==> src/rtl/dtw_core_pkg.sv <==
// Shared definitions for the DTW reference reader: FSM state encoding and skid buffer sizing.
package dtw_core_pkg;

  typedef enum logic [1:0] {
    ST_IDLE   = 2'd0,
    ST_STREAM = 2'd1,
    ST_DRAIN  = 2'd2
  } rd_state_e;

  localparam int SKID_DEPTH = 2;
  localparam int SKID_PTR_W = $clog2(SKID_DEPTH);
  localparam int SKID_CNT_W = $clog2(SKID_DEPTH + 1);

endpackage

==> src/rtl/dtw_ref_skid_buf.sv <==
// Two-entry skid buffer between the reference memory read port and the destination FIFO.
// Upstream never pushes into a full buffer; flush empties it in one cycle.
module dtw_ref_skid_buf
  import dtw_core_pkg::*;
#(
  parameter int DATA_WIDTH = 16
)
(
  input  logic                  clk_in,
  input  logic                  rst_n_in,
  input  logic                  flush_in,
  input  logic                  push_in,
  input  logic [DATA_WIDTH-1:0] push_data_in,
  input  logic                  pop_in,
  output logic [SKID_CNT_W-1:0] count_out,
  output logic [DATA_WIDTH-1:0] head_out
);

  logic [SKID_PTR_W-1:0] rd_ptr_q, rd_ptr_d;
  logic [SKID_PTR_W-1:0] wr_ptr_q, wr_ptr_d;
  logic [SKID_CNT_W-1:0] count_q, count_d;
  logic                  do_push;
  logic                  do_pop;
  logic [DATA_WIDTH-1:0] entry_data [SKID_DEPTH];

  assign do_push = push_in && !flush_in;
  assign do_pop  = pop_in && !flush_in && (count_q != '0);

  for (genvar gi = 0; gi < SKID_DEPTH; gi++) begin : g_entry
    logic [DATA_WIDTH-1:0] data_q;
    always_ff @(posedge clk_in or negedge rst_n_in) begin
      if (!rst_n_in) begin
        data_q <= '0;
      end else if (do_push && (wr_ptr_q == SKID_PTR_W'(gi))) begin
        data_q <= push_data_in;
      end
    end
    assign entry_data[gi] = data_q;
  end

  always_comb begin
    rd_ptr_d = rd_ptr_q;
    wr_ptr_d = wr_ptr_q;
    count_d  = count_q;
    if (flush_in) begin
      rd_ptr_d = '0;
      wr_ptr_d = '0;
      count_d  = '0;
    end else begin
      if (do_push) wr_ptr_d = wr_ptr_q + SKID_PTR_W'(1);
      if (do_pop)  rd_ptr_d = rd_ptr_q + SKID_PTR_W'(1);
      count_d = count_q + SKID_CNT_W'(do_push) - SKID_CNT_W'(do_pop);
    end
  end

  always_ff @(posedge clk_in or negedge rst_n_in) begin
    if (!rst_n_in) begin
      rd_ptr_q <= '0;
      wr_ptr_q <= '0;
      count_q  <= '0;
    end else begin
      rd_ptr_q <= rd_ptr_d;
      wr_ptr_q <= wr_ptr_d;
      count_q  <= count_d;
    end
  end

  assign count_out = count_q;
  assign head_out  = entry_data[rd_ptr_q];

endmodule

==> src/rtl/dtw_core_ref_reader.sv <==
// Streams ref_len samples from the reference memory into a destination FIFO through a skid buffer.
// Optional feature macro DTW_REF_READER_LOOP_EN adds loop_in for endless wrap-around streaming.
module dtw_core_ref_reader
  import dtw_core_pkg::*;
#(
  parameter int DATA_WIDTH       = 16,
  parameter int ADDR_WIDTH       = 32,
  parameter int REFMEM_PTR_WIDTH = 20
)
(
  input  logic                        clk_in,
  input  logic                        rst_n_in,
  input  logic                        start_in,
  input  logic                        abort_in,
  input  logic [ADDR_WIDTH-1:0]       ref_len_in,
  input  logic                        ref_load_done_in,
`ifdef DTW_REF_READER_LOOP_EN
  input  logic                        loop_in,
`endif
  output logic                        busy_out,
  output logic                        done_out,
  output logic                        err_out,
  output logic [REFMEM_PTR_WIDTH-1:0] ref_addr_out,
  input  logic [DATA_WIDTH-1:0]       ref_data_in,
  output logic                        dst_fifo_wren_out,
  output logic [DATA_WIDTH-1:0]       dst_fifo_data_out,
  input  logic                        dst_fifo_full_in
);

  localparam logic [REFMEM_PTR_WIDTH-1:0] PTR_ONE = REFMEM_PTR_WIDTH'(1);

  rd_state_e                   state_q, state_d;
  logic [REFMEM_PTR_WIDTH-1:0] addr_q, addr_d;
  logic [REFMEM_PTR_WIDTH-1:0] len_q, len_d;
  logic                        loop_q, loop_d;
  logic                        rd_vld_q, rd_vld_d;
  logic                        done_zero_q, done_zero_d;
  logic                        err_q, err_d;

  logic [REFMEM_PTR_WIDTH-1:0] len_trunc;
  logic [SKID_CNT_W-1:0]       skid_count;
  logic [SKID_CNT_W-1:0]       used_slots;
  logic [DATA_WIDTH-1:0]       skid_head;
  logic                        loop_req;
  logic                        pop;
  logic                        issue;
  logic                        last_issue;
  logic                        drain_done;
  logic                        start_ok;

  assign len_trunc = ref_len_in[REFMEM_PTR_WIDTH-1:0];

  if (ADDR_WIDTH > REFMEM_PTR_WIDTH) begin : g_len_hi
    logic unused_len_hi;
    assign unused_len_hi = ^ref_len_in[ADDR_WIDTH-1:REFMEM_PTR_WIDTH];
  end

`ifdef DTW_REF_READER_LOOP_EN
  assign loop_req = loop_in;
`else
  assign loop_req = 1'b0;
`endif

  // Slots are counted after this cycle's downstream write so a steady stream keeps one read per cycle.
  always_comb begin
    pop        = (skid_count != '0) && !dst_fifo_full_in;
    used_slots = skid_count - SKID_CNT_W'(pop) + SKID_CNT_W'(rd_vld_q);
    issue      = (state_q == ST_STREAM) && (used_slots < SKID_CNT_W'(SKID_DEPTH));
    last_issue = issue && (addr_q == len_q - PTR_ONE);
    drain_done = (state_q == ST_DRAIN) && !rd_vld_q && (skid_count == SKID_CNT_W'(1))
                 && pop && !abort_in;
    start_ok   = (state_q == ST_IDLE) && start_in && !abort_in;
  end

  always_comb begin
    state_d     = state_q;
    addr_d      = addr_q;
    len_d       = len_q;
    loop_d      = loop_q;
    rd_vld_d    = issue && !abort_in;
    done_zero_d = start_ok && ref_load_done_in && (len_trunc == '0);
    err_d       = start_ok && !ref_load_done_in;
    if (abort_in) begin
      state_d = ST_IDLE;
      addr_d  = '0;
    end else begin
      case (state_q)
        ST_IDLE: begin
          if (start_ok && ref_load_done_in && (len_trunc != '0)) begin
            state_d = ST_STREAM;
            addr_d  = '0;
            len_d   = len_trunc;
            loop_d  = loop_req;
          end
        end
        ST_STREAM: begin
          if (last_issue) begin
            addr_d = '0;
            if (!loop_q) state_d = ST_DRAIN;
          end else if (issue) begin
            addr_d = addr_q + PTR_ONE;
          end
        end
        ST_DRAIN: begin
          if (drain_done) state_d = ST_IDLE;
        end
        default: state_d = ST_IDLE;
      endcase
    end
  end

  always_ff @(posedge clk_in or negedge rst_n_in) begin
    if (!rst_n_in) begin
      state_q     <= ST_IDLE;
      addr_q      <= '0;
      len_q       <= '0;
      loop_q      <= 1'b0;
      rd_vld_q    <= 1'b0;
      done_zero_q <= 1'b0;
      err_q       <= 1'b0;
    end else begin
      state_q     <= state_d;
      addr_q      <= addr_d;
      len_q       <= len_d;
      loop_q      <= loop_d;
      rd_vld_q    <= rd_vld_d;
      done_zero_q <= done_zero_d;
      err_q       <= err_d;
    end
  end

  // Memory data for the address issued last cycle is valid now; capture it.
  dtw_ref_skid_buf #(
    .DATA_WIDTH(DATA_WIDTH)
  ) u_skid (
    .clk_in      (clk_in),
    .rst_n_in    (rst_n_in),
    .flush_in    (abort_in),
    .push_in     (rd_vld_q),
    .push_data_in(ref_data_in),
    .pop_in      (pop),
    .count_out   (skid_count),
    .head_out    (skid_head)
  );

  assign busy_out          = (state_q != ST_IDLE);
  assign done_out          = done_zero_q || drain_done;
  assign err_out           = err_q;
  assign ref_addr_out      = addr_q;
  assign dst_fifo_wren_out = pop;
  assign dst_fifo_data_out = skid_head;

endmodule

==> config.mk <==
export PLATFORM = sky130hd
export DESIGN_NAME = dtw_core_ref_reader
export DESIGN_NICKNAME = d
export VERILOG_FILES = /design/src/rtl/dtw_core_pkg.sv /design/src/rtl/dtw_ref_skid_buf.sv /design/src/rtl/dtw_core_ref_reader.sv
export SDC_FILE = /design/constraint.sdc
export NUM_CORES = 1
export LEC_CHECK = 0
export ABC_AREA = 1
export CAP_MARGIN = 25
export CORE_UTILIZATION = 53
export CTS_CLUSTER_DIAMETER = 40
export CTS_CLUSTER_SIZE = 10
export DETAILED_ROUTE_END_ITERATION = 10
export GPL_ROUTABILITY_DRIVEN = 0
export HOLD_SLACK_MARGIN = 0.03
export PLACE_DENSITY = 0.81
export SLEW_MARGIN = 20
export SYNTH_ARGS = -nofsm -noshare
export SYNTH_HDL_FRONTEND = slang
export SYNTH_SLANG_ARGS = --single-unit
==> constraint.sdc <==
create_clock -name clk_in -period 2.5 [get_ports clk_in]
set_input_delay 0.5 -clock clk_in [delete_from_list [all_inputs] [get_ports clk_in]]
set_output_delay 0.5 -clock clk_in [all_outputs]
set_load 0.02 [all_outputs]
# After elaboration in Yosys (flattened, before gate mapping)
# Cells that the tools add are included.
[word_totals]
regBits = 81
in_bits = 54
out_inout_bits = 40
word_cells = 85
[classes]
n_addsub = 8
n_lt_le_gt_ge = 2
eq_ne = 8
n_mux = 18
bitwise_logic = 3
reduce_logical = 35
[ops]
columns = ["cell", "count"]
rows = [
  ["$mux W20", 4],
  ["$mux W16", 3],
  ["$pmux W20 S2", 1],
  ["$add A20 B1 Y20 const B", 1],
  ["$eq A20 B20 Y1", 1],
  ["$logic_not A20 Y1", 1],
  ["$reduce_bool A20 Y1", 1],
  ["$sub A20 B1 Y20 const B", 1],
  ["$logic_and A1 B1 Y1", 19],
  ["$mux W2", 5],
  ["$reduce_and A3 Y1", 3],
  ["$reduce_bool A2 Y1", 4],
  ["$ne A3 B3 Y1 const B", 2],
  ["$pmux W2 S3", 1],
  ["$add A2 B1 Y2", 2],
  ["$eq A2 B1 Y1 const B", 2],
  ["$logic_not A1 Y1", 4],
  ["$mux W1", 4],
  ["$ne A4 B4 Y1 const B", 1],
  ["$sub A2 B1 Y2", 2],
  ["$ne A3 B2 Y1 const B", 1],
  ["$reduce_bool A3 Y1", 1],
  ["$add A1 B1 Y1 const B", 2],
  ["$eq A2 B2 Y1 const B", 1],
  ["6 further kinds", 7],
]

# Depth between registers and ports, before layout
# Gate-level depths: netlist of the first run.
[logic_depth]
ltp_word = 10
depth_mapped = 17
mapped_depth_nobuf = 17

# Modules after synthesis
# From an unflattened synthesis of the first run, not the netlist that was laid out.
[hier_totals]
cells_unflattened = 625
hier_area_um2 = 4892.2
[by_module_without_submodules]
columns = ["mod", "instances", "cells_each", "area_per_inst_um2", "seq_area_each_um2"]
rows = [
  ["dtw_core_ref_reader", 1, 424, 3106.7, 1126.1],
  ["dtw_ref_skid_buf", 1, 201, 1785.5, 900.9],
]

# Least setup slack after synthesis of the first run
# OpenSTA, ideal clock, no wires.
[synth_path]
path_type = "input-to-reg"
from = "input port dst_fifo_full_in"
to = "register addr_q[18] (netlist: ref_addr_out[18])"
setup_ns = 0.113
arrival_time_ns = 2.282
required_ns = 2.387
path_slack_ns = 0.105
cell_stages = 14
n_path_buf = 0
path_cell_list = "a21oi_1 ha_1 nor2_1 nand2_1 nand2_1 nand2_1 nand2_1 nand4_4 nor2_4 nand3_1 nand2_1 nand2_1 nand2_1 inv_1"
[synth_via]
elab_chain_len = 10
elab_cells_between_ends = 12
classes_between = "add/sub: 2; order compare: 1; eq/ne: 1; mux: 3; reduce/logical: 5"
[synth_rtl]
columns = ["element", "line", "source"]
rows = [
  ["start: declaration", "dtw_core_ref_reader.sv:27", "input logic dst_fifo_full_in"],
  ["$logic_not A1 Y1 (*)", "dtw_core_ref_reader.sv:66", "pop = (skid_count != '0) && !dst_fifo_full_in;"],
  ["$logic_and A1 B1 Y1 (*)", "dtw_core_ref_reader.sv:66", ""],
  ["$sub A2 B1 Y2 (*)", "dtw_core_ref_reader.sv:67", "used_slots = skid_count - SKID_CNT_W'(pop) + SKID_CNT_W'(rd_vld_q);"],
  ["$add A2 B1 Y2 (*)", "dtw_core_ref_reader.sv:67", ""],
  ["$lt A2 B2 Y1 (*)", "dtw_core_ref_reader.sv:68", "issue = (state_q == ST_STREAM) && (used_slots < SKID_CNT_W'(SKID_DEPTH));"],
  ["$logic_and A1 B1 Y1 (*)", "dtw_core_ref_reader.sv:68", ""],
  ["$logic_and A1 B1 Y1", "dtw_core_ref_reader.sv:69", "last_issue = issue && (addr_q == len_q - PTR_ONE);"],
  ["$mux W20", "dtw_core_ref_reader.sv:97", "if (last_issue) begin"],
  ["$pmux W20 S2", "dtw_core_ref_reader.sv:87", "case (state_q)"],
  ["$mux W20", "dtw_core_ref_reader.sv:83", "if (abort_in) begin"],
  ["end signal: assignment", "dtw_core_ref_reader.sv:123", "addr_q <= addr_d;"],
  ["end: declaration", "dtw_core_ref_reader.sv:33", "logic [REFMEM_PTR_WIDTH-1:0] addr_q, addr_d;"],
]
# Mark *: on every way between the ends. The rest lies on a longest branch, timed or not.
# A chain may end at the register's enable or synchronous reset.

# Final worst setup path of the first run
[layout_path]
from = "register len_q[0]"
to = "register addr_q[11] (netlist: ref_addr_out[11])"
[layout_via]
elab_chain_len = 6
elab_cells_between_ends = 8
classes_between = "add/sub: 1; eq/ne: 2; mux: 3; reduce/logical: 2"
[layout_rtl]
columns = ["element", "line", "source"]
rows = [
  ["start: declaration", "dtw_core_ref_reader.sv:34", "logic [REFMEM_PTR_WIDTH-1:0] len_q, len_d;"],
  ["start signal: assignment", "dtw_core_ref_reader.sv:124", "len_q <= len_d;"],
  ["$sub A20 B1 Y20 (*)", "dtw_core_ref_reader.sv:69", ""],
  ["$eq A20 B20 Y1 (*)", "dtw_core_ref_reader.sv:69", ""],
  ["$logic_and A1 B1 Y1 (*)", "dtw_core_ref_reader.sv:69", ""],
  ["$mux W20", "dtw_core_ref_reader.sv:97", ""],
  ["$pmux W20 S2", "dtw_core_ref_reader.sv:87", ""],
  ["$mux W20", "dtw_core_ref_reader.sv:83", ""],
]
# Marked as above.

==> impl_metrics.py, run 1 <==
metrics = {
    "status": {
        "status": "complete, no violations",
    },
    "synth": {
        "netlist_instances": 638,
        "synth_area_leaders": "dfrtp_1 42%, nand2_1 15%, inv_1 5.3%",
        "syn_area_um2": 4820,
        "ys_ff_latch": 81,
        "syn_avg_cell_area_um2": 7.55,
        "yosysTopAreaCell": "dfrtp_1",
        "yosysTopAreaCellShare_pct": 42.1,
        "synth_nets": 697,
        "ys_warn_count": 0,
        "seq_area_frac_synth_pct": 42.1,
        "ys_types": 37,
    },
    "global_route": {
        "grt-busiest-layer": "met2",
        "grt_pass1_wl_mm": 20.2,
        "grt_usage_pct": 26.4,
        "grtUsageMet1_pct": 33.9,
        "use_met2_pct": 43.6,
        "grt_max_degree": 45,
        "overflow": 0,
        "met3_usage_pct": 5.76,
        "grt_pass1_vias": 4443,
        "antenna_found_initial": 0,
    },
    "power": {
        "cellPowerDensity_nw_per_um2": 638,
        "total_power_mw": 3.89,
        "leakage_nw": 2.90,
        "ir_drop_mv": 0.427,
    },
    "sta": {
        "slew_viol_final": 0,
        "period_needed_ps": 2330,
        "relSlewSlack_pct": 60.3,
        "worstMarginPinSlew_ps": 595,
        "setup_slack_ps": 165,
        "max_freq_ghz": 0.428,
        "hold_viol": 0,
        "fin_worst_skew_ps": 10.7,
        "finalSetupViolCount": 0,
        "fin_hold_ws_ps": 138,
        "period_share_pct": 93.4,
    },
    "setup_path": {
        "critical-path-max-stage-delay_ps": 430,
        "worstPathCellList": "inv_2 > ha_1 > nand2_1 > nor2_1 > nand2_1 > nor2_4 > xor2_1 > nand3b_1 > nor2_2 > nand3_2 > nand2_4 > buf_4 > a21oi_2",
        "path_class": "reg2reg",
        "cpMostUsedCell": "nand2_1",
        "cp_top_family": "simple AND/OR/NAND/NOR gates",
        "crit_required_ps": 2750,
        "critical_path.max_fanout": 6,
        "startpoint_type": "flip-flop",
        "critPathBufInv": 2,
        "slowest_stage": "dfrtp_1",
        "cp-end-kind": "flip-flop",
        "arrival_ps": 2580,
    },
    "cts": {
        "clock_sinks": 81,
        "worstSkewPairLatency_ps": 360,
        "cts_made_buffers": 9,
        "clk_pin_slew_ps": 100,
        "hold_buffers": 0,
        "clockBufferDepth": 2,
        "root_buffer": "clkbuf_8",
        "cts_tree": "yes",
        "htree_levels": 3,
    },
    "layout": {
        "drive_gt1_share_pct": 14.7,
        "final_util_pct": 69.5,
        "syn_to_final_growth_pct": 26.5,
        "n_antenna_cell": 0,
        "multi_input_area_um2": 2440,
        "final_nets": 796,
        "fillers": 710,
        "seq_area_um2": 2030,
    },
    "route": {
        "route.detailed.drc": 0,
        "routed_via_density": 5.29,
        "wl_per_cell_um": 14.2,
        "dr.pass1.iters": 5,
        "route.vias.total": 4493,
        "drt_wl_total_mm": 12.1,
        "drt_iter0_markers": 253,
        "ant_nets": 0,
    },
    "floorplan": {
        "rows": 34,
        "fp.dieW_um": 97.3,
        "io_pins": 94,
        "core_region_area_um2": 8760,
        "start_util_pct": 55.0,
        "die_y_um": 97.3,
        "dieArea_um2": 9470,
    },
    "hold_path": {
        "hp-class": "in2async",
    },
    "place": {
        "dp_slack_ps": -312,
        "portBuffers": 81,
        "dp_hpwl_mm": 8.74,
    },
    "flow_run": {
        "drv_cap": 0,
    },
}
==> layer usage <==
metal | vias up | share of wire (%)
met3 | 24 | 6.4
li1 | 2204 | -
met2 | 170 | 49
met1 | 2095 | 42
met5 | - | 0
met4 | 0 | 2.3
==> logic make-up after synthesis <==
logic type	count (synthesis)	share of synthesized area [%]
AO/OA/AOI/OAI	76	9.46
XOR/XNOR	31	5.64
adder cells (fa/ha/maj)	5	1.30
buffers and inverters	94	8.03
flip-flops	81	42.1
multiplexers	9	2.10
AND/OR/NAND/NOR	342	31.4
==> area by class of cell <==
class,instances,area share [%]
Tap cell,108,2.22
Clock buffer,9,2.03
Clock inverter,7,1.38
Sequential cell,81,33.3
Inverter,77,4.80
Multi-Input combinational cell,464,40.0
Timing Repair Buffer,104,16.3
==> synthesized netlist by cell type (all sizes together) <==
library cell,instances
nand3b,3
clkinv,4
nand4,8
inv,73
nor3,6
o21ai,43
dfrtp,81
and2,1
a21o,1
mux2,9
nand3,39
xnor2,11
clkbuf,12
nor2,80
a21oi,31
nand2,204
ha,5
nor4,1
buf,5
xor2,20
o22ai,1
==> registers in the layout, indices dropped and copies added, names as in the netlist, 2 cells and up <==
| signal | count |
|---|---|
| u_skid.g_entry.data_q | 32 |
| ref_addr_out | 20 |
| u_skid.count_out | 2 |
| state_q | 2 |
| len_q | 20 |
==> power breakdown <==
part           internal, mW  switching, mW  total [mW]
registers              1.51          0.180        1.69
logic                 0.524          0.641        1.16
clock network         0.485          0.542        1.03
total                  2.52           1.36        3.89
==> placed cells by master, fill, tap and decap left out, types with 2 or more instances in the layout <==
cell type | netlist | layout
inv_8 | 0 | 2
mux2_2 | 9 | 9
o21ai_0 | 39 | 38
clkinv_2 | 1 | 2
a21oi_2 | 17 | 18
nand3b_1 | 3 | 3
nand3_1 | 38 | 38
o21ai_2 | 2 | 2
buf_4 | 1 | 23
clkbuf_8 | 0 | 9
o21ai_1 | 2 | 3
nand2_2 | 6 | 7
nand2_4 | 3 | 3
dfrtp_1 | 81 | 80
xor2_1 | 20 | 19
nor2_4 | 4 | 6
clkinv_1 | 3 | 2
xnor2_1 | 11 | 11
inv_2 | 5 | 5
nand2_1 | 195 | 194
nor2_1 | 65 | 63
ha_1 | 5 | 5
a21oi_1 | 14 | 13
nor3_1 | 6 | 6
inv_6 | 0 | 3
nand4_1 | 6 | 6
nor2_2 | 10 | 11
inv_1 | 68 | 68
clkdlybuf4s50_1 | 0 | 79
==> worst reg2reg max path: cells and delay by family, from the launching register on <==
family | cells | cell delay, ps
buf+inv | 2 | 280
fa+ha+maj | 1 | 240
compound gates | 1 | 70
simple gates | 8 | 1030
xor+xnor | 1 | 180
flops | 1 | 430
==> stage by stage <==
stage,std cells,area (µm²),TNS [ps]
5_1_grt,850,6090,-50.0
3_5_place_dp,833,5850,-5490
2_1_floorplan,638,4820,0
3_3_place_gp,833,5850,-4080
6_report,850,6090,0
4_1_cts,849,6060,0
==> path summary, 6_finish.rpt <==
path,slack [ps],depth (start not counted),to,startpoint
max,170,13,ref_addr_out[11],len_q[0]
min,140,1,u_skid.count_out[0],rst_n_in
max reg2reg,170,13,ref_addr_out[11],len_q[0]
min reg2reg,490,2,u_skid.g_entry[0].data_q[6],u_skid.g_entry[0].data_q[6]
max in group asynchronous,1750,2,ref_addr_out[9],rst_n_in
min in group clk_in,490,2,u_skid.g_entry[0].data_q[6],u_skid.g_entry[0].data_q[6]
==> what timing repair did <==
| item | 4_1_cts | 5_1_grt |
|---|---|---|
| resized for setup | 3 | 9 |
| pin swaps | 0 | 1 |
| endpoints found under the setup margin | 3 | 20 |
| setup buffers | 0 | 0 |
| gates cloned | 0 | 1 |
Power figures use the tool's default switching activity.
==> run 2: changes to the inputs <==
--- a/config.mk
+++ b/config.mk
@@ -7,6 +7,7 @@
 export LEC_CHECK = 0
 export ABC_AREA = 1
 export CAP_MARGIN = 25
+export CORE_ASPECT_RATIO = 1.5
 export CORE_UTILIZATION = 53
 export CTS_CLUSTER_DIAMETER = 40
 export CTS_CLUSTER_SIZE = 10
==> run 2 against run 1 <==
Net effect:
- worst setup slack got worse by 22 ps
- global-route usage rose by 0.77 points
- worst hold slack improved by 21 ps
==> impl_metrics.py, run 2 (synthesis results as in run 1) <==
metrics = {
    "setup_path": {
        "rrSetupSlack_ps": 200,
        "startpoint_type": "input pin",
        "worstPathCellList": "clkdlybuf4s50_1 > a21oi_2 > inv_1 > nor3_1 > a21o_1 > dlygate4sd2_1",
        "arrival_ps": 1860,
        "critical_path.max_fanout": 3,
        "cp-end-kind": "primary output",
        "slowest_stage": "clkdlybuf4s50_1",
        "crit_required_ps": 2000,
        "critical-path-max-stage-delay_ps": 420,
        "path_class": "in2out",
    },
    "cts": {
        "root_buffer": "clkbuf_16",
        "clock_sinks": 81,
        "worstSkewPairLatency_ps": 340,
        "clockBufferDepth": 2,
        "cts_made_buffers": 9,
        "hold_buffers": 0,
        "htree_levels": 3,
        "cts_tree": "yes",
        "clk_pin_slew_ps": 60,
    },
    "sta": {
        "worstMarginPinSlew_ps": 626,
        "fin_worst_skew_ps": 7.90,
        "slew_viol_final": 0,
        "relSlewSlack_pct": 57.9,
        "finalSetupViolCount": 0,
        "fin_setup_tns_ps": 0,
        "max_freq_ghz": 0.424,
        "hold_viol": 0,
        "period_needed_ps": 2360,
        "period_share_pct": 94.3,
    },
    "floorplan": {
        "dieArea_um2": 9480,
        "core_region_area_um2": 8830,
        "io_pins": 94,
        "rows": 42,
        "start_util_pct": 54.5,
        "die_y_um": 119,
        "fp.dieW_um": 79.8,
    },
    "power": {
        "ir_drop_mv": 0.575,
        "cellPowerDensity_nw_per_um2": 686,
        "leakage_nw": 2.94,
    },
    "status": {
        "status": "complete, no violations",
    },
    "layout": {
        "drive_gt1_share_pct": 13.7,
        "final_nets": 793,
        "layout_common_cells": "194 x nand2_1, 81 x dfrtp_1, 79 x clkdlybuf4s50_1",
        "final_common_cell": "nand2_1",
        "largest_reg_flops": 32,
        "regMostFlops": "u_skid.g_entry.data_q",
        "syn_to_final_growth_pct": 28.3,
        "final_cells": 849,
        "n_antenna_cell": 0,
    },
    "global_route": {
        "grt_usage_pct": 27.2,
        "grt_pass1_vias": 4409,
        "grt_max_degree": 42,
        "grt_pass1_wl_mm": 19.9,
        "antenna_found_initial": 0,
        "overflow": 0,
    },
    "route": {
        "drt_wl_total_mm": 12.1,
        "ant_nets": 0,
        "dr.pass1.iters": 5,
        "drt_iter0_markers": 313,
        "wl_per_cell_um": 14.3,
        "route.detailed.drc": 0,
        "route.vias.total": 4518,
        "routed_via_density": 5.32,
    },
    "flow_run": {
        "drv_cap": 0,
    },
    "place": {
        "portBuffers": 81,
        "dp.cells": 832,
        "dp_hpwl_mm": 8.76,
    },
    "hold_path": {
        "hp-class": "in2async",
    },
}
## run 2: changes by cell type in the layout (fill, tap and decap cells not counted), moves of 2 or more
cell	delta
clkbuf_16	+9
clkbuf_8	-7
buf_4	-5
inv_6	-3
buf_12	+2
clkinv_4	+2
inv_8	-2
nor2_4	-2
## run 2: area by class of cell
cell class | instances | area (µm²)
Multi-Input combinational cell | 464 | 2420
Timing Repair Buffer | 101 | 995
Inverter | 77 | 294
Clock inverter | 4 | 51.3
Tap cell | 110 | 138
Sequential cell | 81 | 2030
Fill cell | 714 | 2650
Clock buffer | 12 | 256
## run 2: report_power, final
| group | switching, mW | internal [mW] |
|---|---|---|
| combinational | 0.643 | 0.523 |
| sequential | 0.184 | 1.52 |
| clock | 0.542 | 0.829 |
| total | 1.37 | 2.87 |
## run 2: final timing paths
path                                              start                           end  depth (start not counted)
setup / recovery                       dst_fifo_full_in                      done_out                          6
hold / removal                                 rst_n_in                      len_q[4]                          1
setup reg to reg                               len_q[0]              ref_addr_out[11]                         13
hold reg to reg            u_skid.g_entry[0].data_q[15]  u_skid.g_entry[0].data_q[15]                          2
max in group asynchronous                      rst_n_in   u_skid.g_entry[0].data_q[8]                          2
min in group clk_in        u_skid.g_entry[0].data_q[15]  u_skid.g_entry[0].data_q[15]                          2
## run 2: stage by stage
stage / util [%] / cell area [µm²] / hold WS, ps / total power [mW] / worst slack (ps)
after floorplan: - / 4820 / 204 / 2.38 / 105
after global routing: 70.0 / 6180 / 206 / 4.45 / -27.0
after CTS: 69.8 / 6160 / 164 / 4.25 / 46.3
after global placement: 66.3 / 5850 / 466 / 2.82 / -234
after detailed placement: 66.3 / 5850 / 474 / 2.86 / -335
final: 70.0 / 6180 / 159 / 4.24 / 143
## run 2: routing by layer
layer  part of all wire [%]  vias to the layer above  GRT usage [%]
li1                       -                     2194              -
met1                     39                     2137           31.5
met2                     52                      158           47.5
met3                    5.4                       29           5.79
met4                    2.9                        0           11.3
met5                      0                        -              0
## run 2: repair_timing
| action | in CTS | in global routing |
|---|---|---|
| cloned | 0 | 1 |
| pin swaps | 0 | 1 |
| gates resized for setup | 2 | 4 |
| buffers inserted | 0 | 0 |
| endpoints found under the setup margin | 2 | 17 |
## run 2: critical path: cells and delay by family
family	cells	cell delay, ps
compound gates	2	310
simple gates	1	200
buf+inv	3	840
